$ cat src/rtl/md5_pipe_ctrl.sv
// Sequencer for a 64-stage pipelined md5core. It feeds a batch of padded blocks,
// tracks which pipeline slots carry real messages, and finds the first digest equal to a target.
module md5_pipe_ctrl #(
  parameter int LATENCY = 64,
  parameter int IDX_W   = 32
) (
  input  logic             clk,
  input  logic             reset,
  input  logic             start,
  input  logic [IDX_W-1:0] num_msgs,
  input  logic [127:0]     target,
  input  logic             msg_valid,
  input  logic [511:0]     msg_data,
  output logic             msg_ready,
  output logic             core_en,
  output logic [511:0]     core_mesg,
  input  logic [31:0]      core_a,
  input  logic [31:0]      core_b,
  input  logic [31:0]      core_c,
  input  logic [31:0]      core_d,
  output logic             busy,
  output logic             done,
  output logic             match,
  output logic [IDX_W-1:0] match_idx
);

  typedef enum logic [1:0] {
    IDLE  = 2'd0,
    FEED  = 2'd1,
    DRAIN = 2'd2,
    FIN   = 2'd3
  } state_t;

  state_t             state_r;
  logic [IDX_W-1:0]   num_r;
  logic [IDX_W-1:0]   sent_r;
  logic [IDX_W-1:0]   recv_r;
  logic [IDX_W-1:0]   match_idx_r;
  logic [127:0]       target_r;
  logic [LATENCY-1:0] vld_r;
  logic               adv_d_r;
  logic               msg_ready_r;
  logic               busy_r;
  logic               done_r;
  logic               match_r;

  logic               accept_s;
  logic               core_en_s;
  logic               event_s;
  logic               hit_s;
  logic [127:0]       digest_s;
  logic [511:0]       core_mesg_s;

  function automatic logic [31:0] bswap32(input logic [31:0] x);
    return {x[7:0], x[15:8], x[23:16], x[31:24]};
  endfunction

  // Adds the MD5 IV back onto the raw chaining state and converts to canonical byte order.
  function automatic logic [127:0] finalise(input logic [31:0] a, input logic [31:0] b,
                                            input logic [31:0] c, input logic [31:0] d);
    return {bswap32(32'h67452301 + a), bswap32(32'hefcdab89 + b),
            bswap32(32'h98badcfe + c), bswap32(32'h10325476 + d)};
  endfunction

  // Handshake, pipeline enable and result-event detection
  always_comb begin
    accept_s = msg_ready_r & msg_valid;
    if (accept_s) begin
      core_mesg_s = msg_data;
    end else begin
      core_mesg_s = 512'd0;
    end
    if (state_r == DRAIN) begin
      core_en_s = 1'b1;
    end else begin
      core_en_s = accept_s;
    end
    // adv_d gates the event so a frozen pipeline cannot report the same slot twice
    event_s  = vld_r[LATENCY-1] & adv_d_r;
    digest_s = finalise(core_a, core_b, core_c, core_d);
    hit_s    = event_s & (digest_s == target_r) & ~match_r;
  end

  assign core_en   = core_en_s;
  assign core_mesg = core_mesg_s;
  assign msg_ready = msg_ready_r;
  assign busy      = busy_r;
  assign done      = done_r;
  assign match     = match_r;
  assign match_idx = match_idx_r;

  // Batch state machine, slot tracking and result bookkeeping
  always_ff @(posedge clk or negedge reset) begin
    if (!reset) begin
      state_r     <= IDLE;
      num_r       <= '0;
      sent_r      <= '0;
      recv_r      <= '0;
      match_idx_r <= '0;
      target_r    <= 128'd0;
      vld_r       <= '0;
      adv_d_r     <= 1'b0;
      msg_ready_r <= 1'b0;
      busy_r      <= 1'b0;
      done_r      <= 1'b0;
      match_r     <= 1'b0;
    end else begin
      done_r  <= 1'b0;
      adv_d_r <= core_en_s;
      if (core_en_s) begin
        vld_r <= {vld_r[LATENCY-2:0], accept_s};
      end
      if (event_s) begin
        recv_r <= recv_r + IDX_W'(1);
      end
      if (hit_s) begin
        match_r     <= 1'b1;
        match_idx_r <= recv_r;
      end
      case (state_r)
        IDLE: begin
          if (start) begin
            num_r       <= num_msgs;
            target_r    <= target;
            match_r     <= 1'b0;
            match_idx_r <= '0;
            sent_r      <= '0;
            recv_r      <= '0;
            if (num_msgs != '0) begin
              state_r     <= FEED;
              msg_ready_r <= 1'b1;
              busy_r      <= 1'b1;
            end else begin
              state_r <= FIN;
              done_r  <= 1'b1;
            end
          end
        end
        FEED: begin
          if (accept_s) begin
            sent_r <= sent_r + IDX_W'(1);
            if (sent_r == num_r - IDX_W'(1)) begin
              state_r     <= DRAIN;
              msg_ready_r <= 1'b0;
            end
          end
        end
        DRAIN: begin
          if (recv_r == num_r) begin
            state_r <= FIN;
            busy_r  <= 1'b0;
            done_r  <= 1'b1;
          end
        end
        FIN: begin
          state_r <= IDLE;
        end
        default: begin
          state_r <= IDLE;
        end
      endcase
    end
  end

endmodule

$ cat config.mk
export PLATFORM = sky130hd
export DESIGN_NAME = md5_pipe_ctrl
export DESIGN_NICKNAME = d
export VERILOG_FILES = /design/src/rtl/md5_pipe_ctrl.sv
export SDC_FILE = /design/constraint.sdc
export NUM_CORES = 1
export LEC_CHECK = 0
export CORE_AREA = 2 2 531 533
export DETAILED_ROUTE_END_ITERATION = 10
export DIE_AREA = 0 0 533 535
export GPL_TIMING_DRIVEN = 0
export PLACE_DENSITY_LB_ADDON = 0.15
export SYNTH_ARGS = -nofsm -noshare
export SYNTH_HDL_FRONTEND = slang
export SYNTH_SLANG_ARGS = --single-unit
$ cat constraint.sdc
create_clock -name clk -period 4.35 [get_ports clk]
set_clock_uncertainty 0.2 [all_clocks]
set_input_delay 0.6525 -clock clk [delete_from_list [all_inputs] [get_ports clk]]
set_output_delay 0.6525 -clock clk [all_outputs]
set_load 0.01 [all_outputs]
==> reports/metrics.cfg <==
[outcome]
status=finished, final reports clean

[detailed_routing]
first_pass_iters=5
drt_iter0_drc=2171
ant_nets=0
vias_per_cell=3.72
drc=0
wirelength_um=352000
dr_total_vias=31356
routedWlPerCell_um=41.8

[grt]
grt_pass1_vias=30893
antenna_found_initial=259
track_usage=0.237
grt_pass1_wl_um=421000
grt_max_degree=101
overflow=0

[synthesis]
synth_edf_count=0
syn_inst=3026
synth_warnings=0
synth_top_cell_area_share=0.339
synthTopCellsByArea=dfrtp_1 (34%), and3_1 (14%), nand2_1 (9.9%), xnor2_1 (5.7%), xor2_1 (5.1%)
syn_nets=3840
yosys_most_used_dff=dfrtp_1
yosysMostFrequentCell=nand2_1
async_reset_ff_frac=1.00
syn_area_per_cell_um2=7.98
ys_top_cells_by_count=nand2_1 (635), and3_1 (542), dfrtp_1 (327)
ys_seq_area_frac=0.339
yosysTopAreaCell=dfrtp_1
synth_area_mm2=0.0241
ys_ff_latch=327
ys_types=88

[setup_path]
slowest_delay_ns=0.57
required_ns=4.68
cpMostUsedCell=or4_4
reg2regPathDepth=10
r2r_slack_ns=0.27
path_class=in -> reg
cp_slowest_cell=clkdlybuf4s50_1
worstSetupStartpointType=input pin
path_max_fanout=10
reg2reg_from=num_r[9]
crit_chain=clkdlybuf4s50_1 > and3_1 > clkbuf_4 > a21oi_2 > a221o_1 > nor4b_4 > o2111ai_1 > or4_4 > or4_4 > nor4_4 > buf_12 > buf_8 > mux2i_1
crit_arrival_ns=4.59
reg2reg_to=state_r[1]
end_kind=register

[pwr]
power_mw=17.0
p_int_mw=9.43
seqPwrFrac=0.288
power_frac_comb=0.470
power_switching_mw=7.57
p_clk_frac=0.241
p_sw_frac=0.445
total_leakage_power_nw=18.1
ir_drop_mv=0.275
p_per_area_mw_per_mm2=378

[worst_hold_path]
whs_endpoint=target_r[26]
whs_path_depth=2
worstHoldStart=target_r[26]
hold_path.class=reg -> reg

[placed_design]
port_buffers=1321
dp_worst_setup_slack_ns=-2.16
gp_congestion=1.05
dp_hpwl_um=324000

[timing]
fin_ws_ns=0.0943
relSlewSlack=0.202
finalHoldViolCount=0
finalCriticalPeriod_ns=4.26
fmax_mhz=235
drv_slew=0
fin_crit_sh=0.978
tightest_slew_ns=1.20
rsz0062_at_grt=no
setup_viol_count_final=0

[floorplanning]
die_y_um=535
start_util=0.0866
die_w_um=533
ioPinCount=1353
core_area_mm2=0.279
dieArea_mm2=0.285
rows=194

[final_layout]
multi_input_area_mm2=0.0153
nets=5219
nFillCells=31710
drive_gt1_frac=0.0721
final_core_util=0.161
area_delta_synth_final_pct=86.4
seqCellArea_mm2=0.00818

[flow_run]
max-cap-violations=0

[clock_network]
path_clk_slew_ns=0.06
h-tree-depth=2
clock-sinks=327
cts_tree=done
insertion_delay_ns=0.62
cts_root_buf=clkbuf_16
numCtsBuffers=43
cts_buffer_depth=3

layer usage:
metal  global-route usage  share of wire
met1                0.247           0.36
met2                0.416           0.50
met3               0.0932          0.087
met4                0.107          0.053
met5                    0         0.0026
through the flow:
step	TNS (ns)	hold slack (ns)	instances	area, um2
2_1_floorplan	0	0.157	3026	24100
3_3_place_gp	-5040.75	0.277	8071	42000
3_5_place_dp	-119.92	0.284	8074	42100
4_1_cts	0	0.283	8157	44100
5_1_grt	0	0.288	8348	44800
6_report	0	0.296	8418	45000
kinds of logic after synthesis:
group	count (synthesis)	synth area share
buf+inv	283	0.0454
flops	327	0.339
mux	113	0.0502
xor+xnor	298	0.108
fa+ha+maj	11	0.00560
compound gates	329	0.0949
simple gates	1665	0.357
critical path: cells and delay by family:
kind            cells  cell delay, ns
simple gates        5            1.87
buf+inv             4            1.14
compound gates      3            0.69
mux                 1            0.22
layout make-up:
type                    count  share of cell area
diodes                    255              0.0142
plain buffers             243              0.0232
clock buffers              56              0.0270
clock inverters            23             0.00845
inverters                  38             0.00317
multi-input cells        2416               0.341
flip-flops and latches    327               0.182
well taps                3724               0.103
repair buffers           1336               0.298
timing repair:
| item | 4_1_cts | 5_1_grt |
|---|---|---|
| resized for setup | 124 | 62 |
| endpoints found under the setup margin | 514 | 40 |
| hold buffers | 1 | 0 |
| pin swaps | 3 | 11 |
| hold endpoints to repair | 67 | 0 |
| buffers inserted | 3 | 8 |
| cloned | 0 | 0 |
layout by cell type (no fill, tap or decap), types with 14 or more instances in the layout:
| master | count |
|---|---|
| nor2_1 | 125 |
| and3_2 | 40 |
| nor3_1 | 45 |
| clkbuf_1 | 196 |
| nor4_1 | 41 |
| xor2_1 | 139 |
| a211oi_1 | 14 |
| inv_1 | 38 |
| nand4_1 | 45 |
| mux2i_1 | 48 |
| a21oi_1 | 62 |
| clkbuf_16 | 43 |
| a21o_1 | 17 |
| o211ai_1 | 20 |
| nand2b_1 | 14 |
| or3_1 | 26 |
| diode_2 | 255 |
| o21ai_0 | 68 |
| xnor2_1 | 155 |
| clkdlybuf4s50_1 | 1298 |
| and3_1 | 502 |
| mux2_2 | 64 |
| dfrtp_1 | 327 |
| nand2_1 | 634 |
| clkbuf_2 | 24 |
| nand3_1 | 66 |
worst max-delay path by stage:
stage | startpoint | cells after the start | end | slack, ns
floorplan | core_b[16] | 10 | match_idx[10] | 0.41
global placement | reset | 1 | target_r[80] | -14.17
detailed placement | core_c[1] | 13 | match_idx[27] | -2.16
CTS | core_d[6] | 13 | match_idx[27] | 0.001
global route | core_c[14] | 13 | match_idx[5] | 0.002
finish | core_b[4] | 13 | match_idx[7] | 0.09
sequential cells by signal, summed over array words and instances, names as in the netlist:
name and count:
recv_r 32, adv_d_r 1, target_r 128, msg_ready 1
done 1, busy 1, match_idx 32, sent_r 32
match 1, state_r 2, num_r 32, vld_r 64
power groups by stage:
stage | combinational [mW] | sequential [mW] | clock (mW)
floorplan | 3.78 | 4.47 | 0
global placement | 7.90 | 4.96 | 0
detailed placement | 7.87 | 4.95 | 0
CTS | 8.01 | 4.91 | 4.27
global route | 8.51 | 4.99 | 4.38
finish | 8.00 | 4.90 | 4.10
Power figures use the tool's default switching activity.
